## src/rtl/instr_fetcher_if.sv

```systemverilog
// rtl/instr_fetcher_if.sv - program-memory read channel between the fetch stage and program memory
interface instr_fetcher_if #(
  parameter int ADDR_BITS = 8,
  parameter int DATA_BITS = 16
);
  logic                 mem_read_valid;
  logic [ADDR_BITS-1:0] mem_read_address;
  logic                 mem_read_ready;
  logic [DATA_BITS-1:0] mem_read_data;

  modport master (
    output mem_read_valid,
    output mem_read_address,
    input  mem_read_ready,
    input  mem_read_data
  );

  modport slave (
    input  mem_read_valid,
    input  mem_read_address,
    output mem_read_ready,
    output mem_read_data
  );
endinterface

```

## src/rtl/instr_fetcher.sv

```systemverilog
// rtl/instr_fetcher.sv - instruction fetch stage with read timeout; optional INSTR_FETCHER_LAST_PC_CACHE_EN
// adds a one-entry last-PC cache that serves repeat fetches without a memory access.
module instr_fetcher #(
  parameter int PROGRAM_MEM_ADDR_BITS = 8,
  parameter int PROGRAM_MEM_DATA_BITS = 16,
  parameter int TIMEOUT_CYCLES        = 255
) (
  input  logic                             clk,
  input  logic                             reset,
  input  logic [2:0]                       core_state,
  input  logic [PROGRAM_MEM_ADDR_BITS-1:0] current_pc,
  instr_fetcher_if.master                  mem,
  output logic [2:0]                       fetcher_state,
  output logic [PROGRAM_MEM_DATA_BITS-1:0] instruction,
  output logic                             fetch_error,
  output logic                             fetch_hit
);

  typedef enum logic [2:0] {
    IDLE     = 3'b000,
    FETCHING = 3'b001,
    FETCHED  = 3'b010
  } state_t;

  localparam logic [2:0] CORE_FETCH  = 3'b001;
  localparam logic [2:0] CORE_DECODE = 3'b010;
  localparam int CNT_W = ($clog2(TIMEOUT_CYCLES + 1) < 1) ? 1 : $clog2(TIMEOUT_CYCLES + 1);
  localparam logic [CNT_W-1:0] CNT_LAST = CNT_W'(TIMEOUT_CYCLES - 1);

  state_t                             state_q, state_d;
  logic                               valid_q, valid_d;
  logic [PROGRAM_MEM_ADDR_BITS-1:0]   addr_q, addr_d;
  logic [PROGRAM_MEM_DATA_BITS-1:0]   instr_q, instr_d;
  logic                               err_q, err_d;
  logic [CNT_W-1:0]                   cnt_q, cnt_d;
  logic                               cache_hit;

`ifdef INSTR_FETCHER_LAST_PC_CACHE_EN
  logic                               hit_q, hit_d;
  logic                               cv_q, cv_d;
  logic [PROGRAM_MEM_ADDR_BITS-1:0]   tag_q, tag_d;
  logic [PROGRAM_MEM_DATA_BITS-1:0]   cdata_q, cdata_d;

  assign cache_hit = cv_q && (tag_q == current_pc);
  assign fetch_hit = hit_q;
`else
  assign cache_hit = 1'b0;
  assign fetch_hit = 1'b0;
`endif

  assign mem.mem_read_valid   = valid_q;
  assign mem.mem_read_address = addr_q;
  assign fetcher_state        = state_q;
  assign instruction          = instr_q;
  assign fetch_error          = err_q;

  always_comb begin
    state_d = state_q;
    valid_d = valid_q;
    addr_d  = addr_q;
    instr_d = instr_q;
    err_d   = err_q;
    cnt_d   = cnt_q;
`ifdef INSTR_FETCHER_LAST_PC_CACHE_EN
    hit_d   = 1'b0;
    cv_d    = cv_q;
    tag_d   = tag_q;
    cdata_d = cdata_q;
`endif
    case (state_q)
      IDLE: begin
        if (core_state == CORE_FETCH) begin
          if (cache_hit) begin
            state_d = FETCHED;
`ifdef INSTR_FETCHER_LAST_PC_CACHE_EN
            instr_d = cdata_q;
            hit_d   = 1'b1;
`endif
          end else begin
            valid_d = 1'b1;
            addr_d  = current_pc;
            cnt_d   = '0;
            state_d = FETCHING;
          end
        end
      end
      FETCHING: begin
        // Ready is checked first so a response on the last timeout cycle still counts.
        if (mem.mem_read_ready) begin
          instr_d = mem.mem_read_data;
          valid_d = 1'b0;
          state_d = FETCHED;
`ifdef INSTR_FETCHER_LAST_PC_CACHE_EN
          cv_d    = 1'b1;
          tag_d   = addr_q;
          cdata_d = mem.mem_read_data;
`endif
        end else if ((TIMEOUT_CYCLES != 0) && (cnt_q == CNT_LAST)) begin
          instr_d = '0;
          err_d   = 1'b1;
          valid_d = 1'b0;
          state_d = FETCHED;
`ifdef INSTR_FETCHER_LAST_PC_CACHE_EN
          cv_d    = 1'b0;
`endif
        end else if (cnt_q != '1) begin
          cnt_d = cnt_q + 1'b1;
        end
      end
      FETCHED: begin
        if (core_state == CORE_DECODE) begin
          state_d = IDLE;
        end
      end
      default: begin
        state_d = IDLE;
        valid_d = 1'b0;
      end
    endcase
  end

  always_ff @(posedge clk or negedge reset) begin
    if (!reset) begin
      state_q <= IDLE;
      valid_q <= 1'b0;
      addr_q  <= '0;
      instr_q <= '0;
      err_q   <= 1'b0;
      cnt_q   <= '0;
`ifdef INSTR_FETCHER_LAST_PC_CACHE_EN
      hit_q   <= 1'b0;
      cv_q    <= 1'b0;
      tag_q   <= '0;
      cdata_q <= '0;
`endif
    end else begin
      state_q <= state_d;
      valid_q <= valid_d;
      addr_q  <= addr_d;
      instr_q <= instr_d;
      err_q   <= err_d;
      cnt_q   <= cnt_d;
`ifdef INSTR_FETCHER_LAST_PC_CACHE_EN
      hit_q   <= hit_d;
      cv_q    <= cv_d;
      tag_q   <= tag_d;
      cdata_q <= cdata_d;
`endif
    end
  end

endmodule
```

## src/flat_wrapper.sv

```systemverilog
// flat-port wrapper written by rule: the top's interface ports become plain ports
module instr_fetcher_flat 
#(
  parameter int PROGRAM_MEM_ADDR_BITS = 8,
  parameter int PROGRAM_MEM_DATA_BITS = 16,
  parameter int TIMEOUT_CYCLES        = 255
)
  (clk, reset, core_state, current_pc, fetcher_state, instruction, fetch_error, fetch_hit, mem_mem_read_valid, mem_mem_read_address, mem_mem_read_ready, mem_mem_read_data);
  instr_fetcher_if mem_i ();
  input  logic clk;
  input  logic reset;
  input  logic [2:0] core_state;
  input  logic [PROGRAM_MEM_ADDR_BITS-1:0] current_pc;
  output logic [2:0] fetcher_state;
  output logic [PROGRAM_MEM_DATA_BITS-1:0] instruction;
  output logic fetch_error;
  output logic fetch_hit;
  output wire logic [$bits(mem_i.mem_read_valid)-1:0] mem_mem_read_valid;
  output wire logic [$bits(mem_i.mem_read_address)-1:0] mem_mem_read_address;
  input wire logic [$bits(mem_i.mem_read_ready)-1:0] mem_mem_read_ready;
  input wire logic [$bits(mem_i.mem_read_data)-1:0] mem_mem_read_data;
  assign mem_mem_read_valid = mem_i.mem_read_valid;
  assign mem_mem_read_address = mem_i.mem_read_address;
  assign mem_i.mem_read_ready = mem_mem_read_ready;
  assign mem_i.mem_read_data = mem_mem_read_data;
  instr_fetcher #(.PROGRAM_MEM_ADDR_BITS(PROGRAM_MEM_ADDR_BITS), .PROGRAM_MEM_DATA_BITS(PROGRAM_MEM_DATA_BITS), .TIMEOUT_CYCLES(TIMEOUT_CYCLES)) u_core (.clk(clk), .reset(reset), .core_state(core_state), .current_pc(current_pc), .mem(mem_i), .fetcher_state(fetcher_state), .instruction(instruction), .fetch_error(fetch_error), .fetch_hit(fetch_hit));
endmodule
```

## config.mk

```make
export PLATFORM = sky130hd
export DESIGN_NAME = instr_fetcher_flat
export DESIGN_NICKNAME = d
export VERILOG_FILES = /design/src/rtl/instr_fetcher_if.sv /design/src/rtl/instr_fetcher.sv /design/src/flat_wrapper.sv
export SDC_FILE = /design/constraint.sdc
export NUM_CORES = 1
export LEC_CHECK = 0
export ABC_AREA = 0
export CORE_ASPECT_RATIO = 0.7
export CORE_MARGIN = 1.5
export CORE_UTILIZATION = 30
export DETAILED_ROUTE_END_ITERATION = 10
export PLACE_DENSITY = 0.62
export SETUP_SLACK_MARGIN = 0.3
export SLEW_MARGIN = 25
export SYNTH_ARGS = -nofsm -noshare
export SYNTH_HDL_FRONTEND = slang
export SYNTH_SLANG_ARGS = --single-unit
```

## constraint.sdc

```tcl
create_clock -name clk -period 2.2 [get_ports clk]
set_input_delay 0.44 -clock clk [delete_from_list [all_inputs] [get_ports clk]]
set_output_delay 0.44 -clock clk [all_outputs]
set_load 0.05 [all_outputs]
```

Word level (Yosys, flattened, before mapping)

Cells that the tools add are included.
Widths: inputs -> output; s select.

Bits in registers: 37
Input port bits: 30
Logic and storage cells: 46

Add/subtract/negate cells: 1
Equality and inequality tests: 12
Muxes and demuxes: 16
Bitwise gates (word level): 2
Reductions and logical operators: 9

Operator list:

| operator            | count |
|---|---|
| $mux 16             | 2 |
| $mux 8              | 4 |
| $pmux 8 s2          | 1 |
| $mux 3              | 4 |
| $pmux 3 s3          | 1 |
| $reduce_and 3->1    | 3 |
| $add 8x1->8 const B | 1 |
| $eq 8x8->1 const B  | 1 |
| $ne 8x8->1 const B  | 1 |
| $eq 3x1->1 const B  | 2 |
| $eq 3x2->1 const B  | 2 |
| $ne 2x1->1 const B  | 3 |
| $reduce_and 5->1    | 1 |
| $ne 2x2->1 const B  | 2 |
| $reduce_and 2->1    | 2 |
| $reduce_bool 2->1   | 2 |
| $logic_not 3->1     | 1 |
| $mux 1              | 3 |
| $ne 3x2->1 const B  | 1 |
| $pmux 1 s3          | 1 |
| $not 1->1           | 2 |

Longest topological paths before layout

Word-level depth: 5
Mapped depth: 7
Depth with buffers taken out: 6

Worst setup path before layout

OpenSTA, ideal clock, no wires.

Path type: flip-flop to flip-flop
From: register u_core.state_q[0] (netlist: u_core.fetcher_state[0])
To: register u_core.cnt_q[7]
Setup time: 126 ps
Arrival: 1785 ps
Required time: 2074 ps
Path slack: 288 ps
Stages on the path, launching flop included: 5
Path buffers: 1
Period minus slack after synthesis: 1912 ps
Cell sequence: dfrtp_1 > or4_4 > buf_6 > and2_4 > a221o_1

Cells in the longest elaborated chain, start to end: 3
Elaborated cells between the ends (all ways): 9
Those cells by class: eq/ne: 5; mux: 1; reduce/logical: 3

RTL lines:

| item                                          | line                 | source |
|---|---|---|
| start, declared                               | instr_fetcher.sv:30  | `state_t state_q, state_d;` |
| start signal, assigned                        | instr_fetcher.sv:137 | `state_q <= state_d;` |
| $eq 3x1->1 or $logic_not 3->1 (tied branches) | instr_fetcher.sv:70  | `case (state_q)` |
| $ne 2x2->1 (no line) (tied with other cells)  | --                   |  |
| $reduce_and 5->1 (no line)                    | --                   |  |
| end signal, assigned                          | instr_fetcher.sv:142 | `cnt_q <= cnt_d;` |
| end, declared                                 | instr_fetcher.sv:35  | `logic [CNT_W-1:0] cnt_q, cnt_d;` |

Several ways; a longest one is shown, not always the timed one.
A chain may end at the register's enable or synchronous reset.

Worst setup path in the final report

From: register u_core.instr_q[8] (netlist: u_core.instruction[8])
To: output instruction[8]

RTL lines:

| item                   | line                 | source |
|---|---|---|
| start, declared        | instr_fetcher.sv:33  | `logic [PROGRAM_MEM_DATA_BITS-1:0] instr_q, instr_d;` |
| start signal, assigned | instr_fetcher.sv:140 | `instr_q <= instr_d;` |
| end, declared          | flat_wrapper.sv:15   | `output logic [PROGRAM_MEM_DATA_BITS-1:0] instruction;` |

No word-level cell between the ends.

==> reports/metrics.yaml <==
setup_viol_count_final: 0
fmax_mhz: 533.8
core-area_um2: 5285
finalSetupTns_ns: 0
start_kind: "register"
maxCapViolCount: 0
worstPathCellList: "clkdlybuf4s50_1"
clock_latency_ns: 0.28
status: "complete, no violations"
critPathKind: "register to primary output"
path_buf_inv: 1
fp.dieH_um: 65.10
drt_iter0_drc: 65
grt_pass1_wl_mm: 6.534
yosysWarnings: 0
ys_types: 43
crit_path_start: "u_core.instruction[8]$_DFFE_PN0P_"
syn_inst: 157
cts_tree: "done"
grt_antenna_before_repair: 0
slew_headroom_pct: 48.66
dp_hpwl_mm: 2.734
worst_ep_required_time_ns: 1.76
gp_congestion: 0.7993
ys_seq_area_share_pct: 54.50
layout-drive-gt1-share_pct: 10.96
n_antenna_cell: 0
htreeDepth: 2
worst_pin_slew_ns: 0.7701
syn_to_final_growth_pct: 49.05
ys.flop_type: "dfrtp_1"
synth_edf_count: 0
clock-root-buffer: "clkbuf_8"
syn_avg_cell_area_um2: 10.53
cp_slowest_cell: "clkdlybuf4s50_1"
clock-sinks: 36
track_usage_pct: 13.95
pre_cts_ws_ns: 0.02695
async_flop_share_pct: 100.0
min_path_type: "input pin to async pin"
skew_ns: 0.005602
dieArea_um2: 5971
worst-path-max-fanout: 2
numCtsBuffers: 5
wl_per_cell_um: 13.95
path_depth: 1
pin_count: 60
p_per_area_nw_per_um2: 1361
fin_hold_ws_ns: 0.2247
die_w_um: 91.72
hold_viol_final: 0
ctsHoldBuffers: 0
grt_max_degree: 37
fill_cells: 495
wirelength_mm: 4.059
path_clk_slew_ns: 0.07
fin_crit_ns: 1.873
path_delay_family: "buffers and inverters"
synth_top_cells_by_count: "dfrtp_1, nand2_1, a22o_1, nand3_1, nor2_1"
netlist.area_leader.share_pct: 54.50
synthTopCellsByArea: "dfrtp_1, a22o_1, nand2_1"
p_leak_uw: 0.001367
nets: 250
cp-endpoint: "instruction[8]"
synth_most_common_cell: "dfrtp_1"
vdd_drop_max_mv: 0.6215
yosys.area.top_type: "dfrtp_1"
cpPeakStageDelay_ns: 0.81
vias: 1406
r2r-start: "u_core.cnt_q[0]$_DFFE_PN0P_"
gr-total-overflow: 0
vias_per_cell: 4.832
synth_area_um2: 1653
synth-seq-cells: 36
first_pass_iters: 4
clockBufferDepth: 2
rows: 22
layout_setup_ws_ns: 0.3268
ant_nets: 0
period_share_pct: 85.15
initial_core_util_pct: 31.27
drcViolationCount: 0
r2r_slack_ns: 0.36
ff2ff_path_depth: 7
portBuffers: 57
first_global_vias: 1320
critPathCaptureType: "primary output"
slew_viol_final: 0
worstPathArrival_ns: 1.43
power_uw: 3353
r2r-end: "u_core.cnt_q[0]$_DFFE_PN0P_"
utilization_pct: 46.61
rsz0062_at_grt: "yes"
-- sequential cells by signal (all words and copies together), names as in the netlist --
name                         count
u_core.instruction              16
u_core.cnt_q                     8
u_core.mem.mem_read_address      8
u_core.fetcher_state             2
u_core.fetch_error               1
u_core.mem.mem_read_valid        1
-- cell families after synthesis --
kind of cell	share of synthesized area [%]
other	0.2269
AND/OR/NAND/NOR	20.14
buffers and inverters	4.087
AO/OA/AOI/OAI	19.53
adder cells (fa/ha/maj)	1.514
flip-flops	54.50
-- final cells by class --
type | count | area (µm²) | area share, %
multi-input cells | 109 | 704.4 | 28.59
well taps | 72 | 90.09 | 3.657
repair buffers | 63 | 673.1 | 27.32
clock inverters | 1 | 5.005 | 0.2031
clock buffers | 7 | 76.32 | 3.098
flip-flops and latches | 36 | 903.4 | 36.67
inverters | 3 | 11.26 | 0.4571
-- layout by cell type, fill, tap and decap left out, types with 2 or more instances in the layout --
cell type,n
a211o_1,3
a22o_1,16
buf_4,5
clkbuf_1,2
clkbuf_8,5
clkdlybuf4s50_1,30
conb_1,2
dfrtp_1,34
dfrtp_2,2
dlygate4sd2_1,4
dlymetal6s2s_1,22
ha_1,2
inv_1,3
nand2_1,35
nand2b_1,2
nand3_1,9
nor2_1,8
o211ai_1,2
o21ai_0,2
-- routing by layer --
| metal | wire length (µm) | vias up | share of wire [%] | global-route usage, % |
|---|---|---|---|---|
| met3 | 370 | 5 | 9.1 | 5.440 |
| li1 | - | 683 | - | - |
| met2 | 1615 | 56 | 40 | 20.06 |
| met4 | 21 | 0 | 0.52 | 4.038 |
| met1 | 2052 | 662 | 51 | 19.43 |
| met5 | 0 | - | 0 | 0 |
-- metrics by stage --
stage          instance area (µm²)  cells
5_1_grt                       2464    291
3_3_place_gp                  2288    281
4_1_cts                       2365    289
3_5_place_dp                  2288    281
2_1_floorplan                 1659    158
6_report                      2464    291
-- where the power goes --
group	switching [µW]	internal [µW]
clock network	222	222
registers	200	934
logic	1160	612
total	1580	1770
-- worst min path at each step --
| stage | start | end | slack, ns | cells after the start |
|---|---|---|---|---|
| floorplan | reset | u_core.cnt_q[0]$_DFFE_PN0P_ | 0.14 | 0 |
| global placement | u_core.fetch_error$_DFFE_PN0P_ | u_core.fetch_error$_DFFE_PN0P_ | 0.45 | 2 |
| detailed placement | u_core.fetch_error$_DFFE_PN0P_ | u_core.fetch_error$_DFFE_PN0P_ | 0.46 | 2 |
| CTS | reset | u_core.instruction[12]$_DFFE_PN0P_ | 0.26 | 1 |
| global route | reset | u_core.instruction[12]$_DFFE_PN0P_ | 0.31 | 1 |
| finish | reset | u_core.instruction[11]$_DFFE_PN0P_ | 0.22 | 1 |
-- what timing repair did --
| item | in CTS | in global routing |
|---|---|---|
| pin swaps | 0 | 1 |
| cloned | 0 | 0 |
| setup endpoints to repair | 4 | 40 |
| resized for setup | 4 | 26 |
| buffers inserted | 0 | 2 |
Note: power is estimated with default switching activity, not from simulation.
